File: config.mk
export PLATFORM = sky130hd
export DESIGN_NAME = tap_tms_driver
export DESIGN_NICKNAME = d
export VERILOG_FILES = /design/src/rtl/tap_pkg.sv /design/src/rtl/tap_shadow.sv /design/src/rtl/tap_tms_driver.sv
export SDC_FILE = /design/constraint.sdc
export NUM_CORES = 1
export LEC_CHECK = 0
export ABC_AREA = 1
export CORE_MARGIN = 4
export CORE_UTILIZATION = 38
export DETAILED_ROUTE_END_ITERATION = 10
export PLACE_DENSITY = 0.52
export SYNTH_ARGS = -nofsm -noshare
export SYNTH_HDL_FRONTEND = slang
export SYNTH_SLANG_ARGS = --single-unit
File: constraint.sdc
create_clock -name GCLK -period 21.2 [get_ports GCLK]
set_input_delay 3.18 -clock GCLK [delete_from_list [all_inputs] [get_ports GCLK]]
set_output_delay 3.18 -clock GCLK [all_outputs]
set_load 0.01 [all_outputs]
File: src/rtl/tap_pkg.sv
// rtl/tap_pkg.sv - IEEE 1149.1 TAP state encoding, transition function and path helpers
package tap_pkg;

    typedef enum logic [3:0] {
        TAP_EX2DR   = 4'h0,
        TAP_EX1DR   = 4'h1,
        TAP_SHDR    = 4'h2,
        TAP_PAUSEDR = 4'h3,
        TAP_SELIR   = 4'h4,
        TAP_UPDDR   = 4'h5,
        TAP_CAPDR   = 4'h6,
        TAP_SELDR   = 4'h7,
        TAP_EX2IR   = 4'h8,
        TAP_EX1IR   = 4'h9,
        TAP_SHIR    = 4'hA,
        TAP_PAUSEIR = 4'hB,
        TAP_RTI     = 4'hC,
        TAP_UPDIR   = 4'hD,
        TAP_CAPIR   = 4'hE,
        TAP_TLR     = 4'hF
    } tap_state_t;

    typedef enum logic [1:0] {
        FSM_IDLE = 2'd0,
        FSM_NAV  = 2'd1,
        FSM_RST  = 2'd2
    } drv_fsm_t;

    localparam logic [2:0] RST_LAST_EDGE = 3'd4;

    function automatic logic is_stable(tap_state_t s);
        case (s)
            TAP_TLR, TAP_RTI, TAP_SHDR, TAP_PAUSEDR, TAP_SHIR, TAP_PAUSEIR: return 1'b1;
            default: return 1'b0;
        endcase
    endfunction

    function automatic logic hold_tms(tap_state_t s);
        return (s == TAP_TLR);
    endfunction

    function automatic tap_state_t next_state(tap_state_t s, logic tms);
        case (s)
            TAP_TLR:     return tms ? TAP_TLR     : TAP_RTI;
            TAP_RTI:     return tms ? TAP_SELDR   : TAP_RTI;
            TAP_SELDR:   return tms ? TAP_SELIR   : TAP_CAPDR;
            TAP_CAPDR:   return tms ? TAP_EX1DR   : TAP_SHDR;
            TAP_SHDR:    return tms ? TAP_EX1DR   : TAP_SHDR;
            TAP_EX1DR:   return tms ? TAP_UPDDR   : TAP_PAUSEDR;
            TAP_PAUSEDR: return tms ? TAP_EX2DR   : TAP_PAUSEDR;
            TAP_EX2DR:   return tms ? TAP_UPDDR   : TAP_SHDR;
            TAP_UPDDR:   return tms ? TAP_SELDR   : TAP_RTI;
            TAP_SELIR:   return tms ? TAP_TLR     : TAP_CAPIR;
            TAP_CAPIR:   return tms ? TAP_EX1IR   : TAP_SHIR;
            TAP_SHIR:    return tms ? TAP_EX1IR   : TAP_SHIR;
            TAP_EX1IR:   return tms ? TAP_UPDIR   : TAP_PAUSEIR;
            TAP_PAUSEIR: return tms ? TAP_EX2IR   : TAP_PAUSEIR;
            TAP_EX2IR:   return tms ? TAP_UPDIR   : TAP_SHIR;
            default:     return tms ? TAP_SELDR   : TAP_RTI;
        endcase
    endfunction

    // Hop count from one state to another, found by growing the reachable set one edge at a time.
    function automatic logic [4:0] tap_dist(tap_state_t from, tap_state_t tgt);
        logic [15:0] reach;
        logic [15:0] grown;
        logic [4:0]  d;
        reach = 16'h0001 << from;
        d     = 5'd0;
        for (int i = 0; i < 16; i++) begin
            if (!reach[tgt]) begin
                grown = reach;
                for (int s = 0; s < 16; s++) begin
                    if (reach[s]) begin
                        grown[next_state(tap_state_t'(s[3:0]), 1'b0)] = 1'b1;
                        grown[next_state(tap_state_t'(s[3:0]), 1'b1)] = 1'b1;
                    end
                end
                reach = grown;
                d     = d + 5'd1;
            end
        end
        return d;
    endfunction

    function automatic logic tms_toward(tap_state_t cur, tap_state_t tgt);
        return (tap_dist(next_state(cur, 1'b0), tgt) <= tap_dist(next_state(cur, 1'b1), tgt)) ? 1'b0 : 1'b1;
    endfunction

endpackage

File: src/rtl/tap_shadow.sv
// rtl/tap_shadow.sv - shadow TAP state register and sticky observation mismatch checker
module tap_shadow
    import tap_pkg::*;
#(
    parameter bit CHECK_EN = 1'b1
) (
    input  logic       clk,
    input  logic       rst_n,
    input  logic       tms,
    input  logic [3:0] state_obs,
    output logic [3:0] shadow_state,
    output logic [3:0] shadow_next,
    output logic       mismatch
);

    tap_state_t shadow_q, shadow_d;
    logic       mismatch_q, mismatch_d;

    // Advances on the same edge and with the same TMS the TAP itself samples.
    always_comb begin
        shadow_d   = next_state(shadow_q, tms);
        mismatch_d = mismatch_q | (CHECK_EN && (state_obs != shadow_q));
    end

    always_ff @(posedge clk or negedge rst_n) begin
        if (!rst_n) begin
            shadow_q   <= TAP_TLR;
            mismatch_q <= 1'b0;
        end else begin
            shadow_q   <= shadow_d;
            mismatch_q <= mismatch_d;
        end
    end

    assign shadow_state = shadow_q;
    assign shadow_next  = shadow_d;
    assign mismatch     = mismatch_q;

endmodule

File: src/rtl/tap_tms_driver.sv
// rtl/tap_tms_driver.sv - JTAG TMS sequencer steering a TAP to a commanded stable state
module tap_tms_driver
    import tap_pkg::*;
#(
    parameter bit CHECK_EN  = 1'b1,
    parameter int NAV_CNT_W = 4
) (
    input  logic                 GCLK,
    input  logic                 TRST,
    input  logic                 cmd_valid,
    output logic                 cmd_ready,
    input  logic                 cmd_reset,
    input  logic [3:0]           cmd_target,
    output logic                 tms,
    output logic [3:0]           shadow_state,
    input  logic [3:0]           state_obs,
    output logic                 done,
    output logic                 cmd_err,
    output logic [NAV_CNT_W-1:0] nav_cycles,
    output logic                 mismatch
);

    drv_fsm_t             fsm_q, fsm_d;
    tap_state_t           target_q, target_d;
    logic                 tms_q, tms_d;
    logic                 done_q, done_d;
    logic                 err_q, err_d;
    logic [NAV_CNT_W-1:0] cnt_q, cnt_d;
    logic [2:0]           rst_cnt_q, rst_cnt_d;
    logic [3:0]           shadow_next_w;
    tap_state_t           shadow_cur, shadow_nxt, cmd_tgt;
    logic                 accept;

    tap_shadow #(
        .CHECK_EN(CHECK_EN)
    ) u_shadow (
        .clk         (GCLK),
        .rst_n       (TRST),
        .tms         (tms_q),
        .state_obs   (state_obs),
        .shadow_state(shadow_state),
        .shadow_next (shadow_next_w),
        .mismatch    (mismatch)
    );

    assign shadow_cur = tap_state_t'(shadow_state);
    assign shadow_nxt = tap_state_t'(shadow_next_w);
    assign cmd_tgt    = tap_state_t'(cmd_target);
    assign cmd_ready  = TRST && (fsm_q == FSM_IDLE);
    assign accept     = cmd_valid && cmd_ready;

    always_comb begin
        fsm_d     = fsm_q;
        target_d  = target_q;
        tms_d     = tms_q;
        done_d    = 1'b0;
        err_d     = 1'b0;
        cnt_d     = cnt_q;
        rst_cnt_d = rst_cnt_q;
        case (fsm_q)
            FSM_IDLE: begin
                tms_d = hold_tms(shadow_nxt);
                if (accept) begin
                    if (cmd_reset) begin
                        fsm_d     = FSM_RST;
                        tms_d     = 1'b1;
                        cnt_d     = '0;
                        rst_cnt_d = 3'd0;
                    end else if (!is_stable(cmd_tgt)) begin
                        err_d = 1'b1;
                    end else if (cmd_tgt == shadow_cur) begin
                        done_d = 1'b1;
                        cnt_d  = '0;
                    end else begin
                        fsm_d    = FSM_NAV;
                        target_d = cmd_tgt;
                        cnt_d    = '0;
                        tms_d    = tms_toward(shadow_nxt, cmd_tgt);
                    end
                end
            end
            FSM_NAV: begin
                cnt_d = (&cnt_q) ? cnt_q : cnt_q + 1'b1;
                if (shadow_nxt == target_q) begin
                    tms_d  = hold_tms(shadow_nxt);
                    done_d = 1'b1;
                    fsm_d  = FSM_IDLE;
                end else begin
                    tms_d = tms_toward(shadow_nxt, target_q);
                end
            end
            FSM_RST: begin
                cnt_d     = (&cnt_q) ? cnt_q : cnt_q + 1'b1;
                rst_cnt_d = rst_cnt_q + 3'd1;
                tms_d     = 1'b1;
                if (rst_cnt_q == RST_LAST_EDGE) begin
                    tms_d  = hold_tms(shadow_nxt);
                    done_d = 1'b1;
                    fsm_d  = FSM_IDLE;
                end
            end
            default: begin
                fsm_d = FSM_IDLE;
                tms_d = 1'b1;
            end
        endcase
    end

    always_ff @(posedge GCLK or negedge TRST) begin
        if (!TRST) begin
            fsm_q     <= FSM_IDLE;
            target_q  <= TAP_TLR;
            tms_q     <= 1'b1;
            done_q    <= 1'b0;
            err_q     <= 1'b0;
            cnt_q     <= '0;
            rst_cnt_q <= 3'd0;
        end else begin
            fsm_q     <= fsm_d;
            target_q  <= target_d;
            tms_q     <= tms_d;
            done_q    <= done_d;
            err_q     <= err_d;
            cnt_q     <= cnt_d;
            rst_cnt_q <= rst_cnt_d;
        end
    end

    assign tms        = tms_q;
    assign done       = done_q;
    assign cmd_err    = err_q;
    assign nav_cycles = cnt_q;

endmodule

==> flow_metrics.env <==
export IMPL_routabilityCongestion=0.8987
export IMPL_grt_pass1_vias=9668
export IMPL_die_area_mm2=0.02624
export IMPL_clk_latency_ns=0.26
export IMPL_yosysUniqueCellTypes=61
export IMPL_worstPathRequired_ns=21.36
export IMPL_slew_headroom=0.3106
export IMPL_slowest_stage="clkdlybuf4s50_1"
export IMPL_grt_max_degree=48
export IMPL_clkTransAtPathRegs_ns=0.06
export IMPL_synth_ff_type="dfrtp_1"
export IMPL_synth_cells=1678
export IMPL_pin_count=25
export IMPL_vias_per_cell=5.193
export IMPL_grt_antenna_before_repair=0
export IMPL_root_buffer="clkbuf_16"
export IMPL_wirelength_um=28590
export IMPL_slowest_delay_ns=0.74
export IMPL_ctsHoldBuffers=0
export IMPL_wl_per_cell_um=14.38
export IMPL_worstSetupPathType="in -> reg"
export IMPL_syn_nets=1733
export IMPL_netlist_area_leader_share=0.2425
export IMPL_tightest_slew_ns=1.031
export IMPL_hpwl_um=22600
export IMPL_syn_avg_cell_area_um2=5.369
export IMPL_ys_warn_count=0
export IMPL_die_width_um=162.0
export IMPL_dr_first_iter_drc_count=709
export IMPL_port_buffers=24
export IMPL_cts_resized=0
export IMPL_synth_common_cells="nand2_1, inv_1, nand3_1"
export IMPL_htreeDepth=1
export IMPL_cts_tree="built"
export IMPL_cp_max_fo=15
export IMPL_synth_area_leaders="nand2_1, nand3_1, inv_1, ha_1, nor2_1"
export IMPL_async_flop_share=1.000
export IMPL_drtPass1Iterations=6
export IMPL_hold_viol=0
export IMPL_timing_hold_ws_ns=0.5035
export IMPL_critPathArrivalTime_ns=11.38
export IMPL_yosys_area_top_type="nand2_1"
export IMPL_antenna_cells=0
export IMPL_max_clock_freq_ghz=0.08913
export IMPL_grt_pass1_wl_um=47710
export IMPL_synth_seq_area_share=0.05958
export IMPL_fp_dieH_um=162.0
export IMPL_setup_viol=0
export IMPL_min_period_ns=11.22
export IMPL_clkSinkCount=21
export IMPL_status="finished clean"
export IMPL_yosysMostFrequentCell="nand2_1"
export IMPL_post_cts_buffers=0
export IMPL_final_antenna_net_count=0
export IMPL_drive_above_1_share=0.1198
export IMPL_placement_rows=56
export IMPL_drc=0
export IMPL_syn2layout_area_growth_pct=6.013
export IMPL_period_share=0.5292
export IMPL_grt_overflow=0
export IMPL_drv_slew=0
export IMPL_crit_path_end_kind="register"
export IMPL_initial_core_util=0.3850
export IMPL_fin_setup_tns_ns=0
export IMPL_rsz0062_at_grt="false"
export IMPL_cts_buffer_depth=2
export IMPL_cap_violations=0
export IMPL_final_net_count=1725
export IMPL_min_path_type="reg -> reg"
export IMPL_final_util=0.4081
export IMPL_core_area_mm2=0.02340
export IMPL_ys_ff_latch=21
export IMPL_cp_common_cell="nand2_1"
export IMPL_vias=10323
export IMPL_clock_skew_ns=0.006429
export IMPL_grt_util_all_layers=0.2124
export IMPL_synth_edf_count=0
export IMPL_synth_area_mm2=0.009010
export IMPL_numCtsBuffers=3
export IMPL_worst_setup_path_start_kind="input pin"
==> final cells by class <==
class	count	area (µm²)
fill	2733	13850
multi-input combinational	1338	7183
inverter	269	1015
sequential	21	536.8
tap	319	399.1
timing repair buffer	37	337.8
clock buffer	3	75.07
clock inverter	1	5.005
==> per-layer routing <==
metal  global-route usage  part of all wire
met2               0.3773              0.48
met3             0.007359             0.038
met4              0.03614             0.013
met1               0.2917              0.47
met5                    0                 0
==> registers in the layout, summed over array words and instances, names as in the netlist <==
register               count
target_q                   4
tms                        1
cmd_err                    1
rst_cnt_q                  3
done                       1
u_shadow.mismatch          1
u_shadow.shadow_state      4
fsm_q                      2
nav_cycles                 4
==> worst paths after layout <==
kind                                    from           endpoint  slack (ns)  cells after the start
min in group asynchronous               TRST            cmd_err        3.49                      1
hold reg to reg            u_shadow.mismatch  u_shadow.mismatch        0.50                      2
max in group asynchronous               TRST  u_shadow.mismatch       17.09                      1
hold / removal             u_shadow.mismatch  u_shadow.mismatch        0.50                      2
setup reg to reg                 target_q[1]                tms       12.43                     50
setup / recovery               cmd_target[0]                tms        9.98                     57
==> metrics by stage <==
| stage | cells | area, µm² | setup WS (ns) |
|---|---|---|---|
| after floorplan | 1678 | 9010 | 11.86 |
| after global placement | 1984 | 9472 | 9.996 |
| after detailed placement | 1984 | 9472 | 9.850 |
| after CTS | 1988 | 9552 | 10.10 |
| after global routing | 1988 | 9552 | 9.263 |
| final | 1988 | 9552 | 9.981 |
==> critical path, delay by kind of cell <==
kind	cells	cell delay [ns]
adder cells (fa/ha/maj)	2	0.54
AND/OR/NAND/NOR	42	4.32
XOR/XNOR	2	0.39
buffers and inverters	6	1.79
AO/OA/AOI/OAI	5	1.13
==> layout by cell type (no fill, tap or decap), types with 12 or more instances in the layout <==
master             n
o21ai_0           29
nor2_1           100
o21ai_2           12
nand4_1           31
nand3b_1          18
dfrtp_1           12
ha_1              43
o21ai_1           18
inv_2             26
nand2_2           44
nand2_4           20
a21oi_1           64
xor2_1            37
nand2_1          582
clkdlybuf4s50_1   24
nand3_1          219
inv_1            235
nand3_2           26
buf_4             13
==> cell families (layout without fill, tap and decap cells) <==
| kind of cell | after synthesis | in the layout | synth area share |
|---|---|---|---|
| mux | 5 | 5 | 0.006249 |
| compound gates | 163 | 163 | 0.1143 |
| simple gates | 1086 | 1086 | 0.5745 |
| buf+inv | 319 | 310 | 0.1437 |
| flops | 21 | 21 | 0.05958 |
| fa+ha+maj | 43 | 43 | 0.05971 |
| xor+xnor | 41 | 41 | 0.04194 |
Power is not shown: default switching activity piles up to over one toggle a cycle in this logic, so the estimate is an artifact.
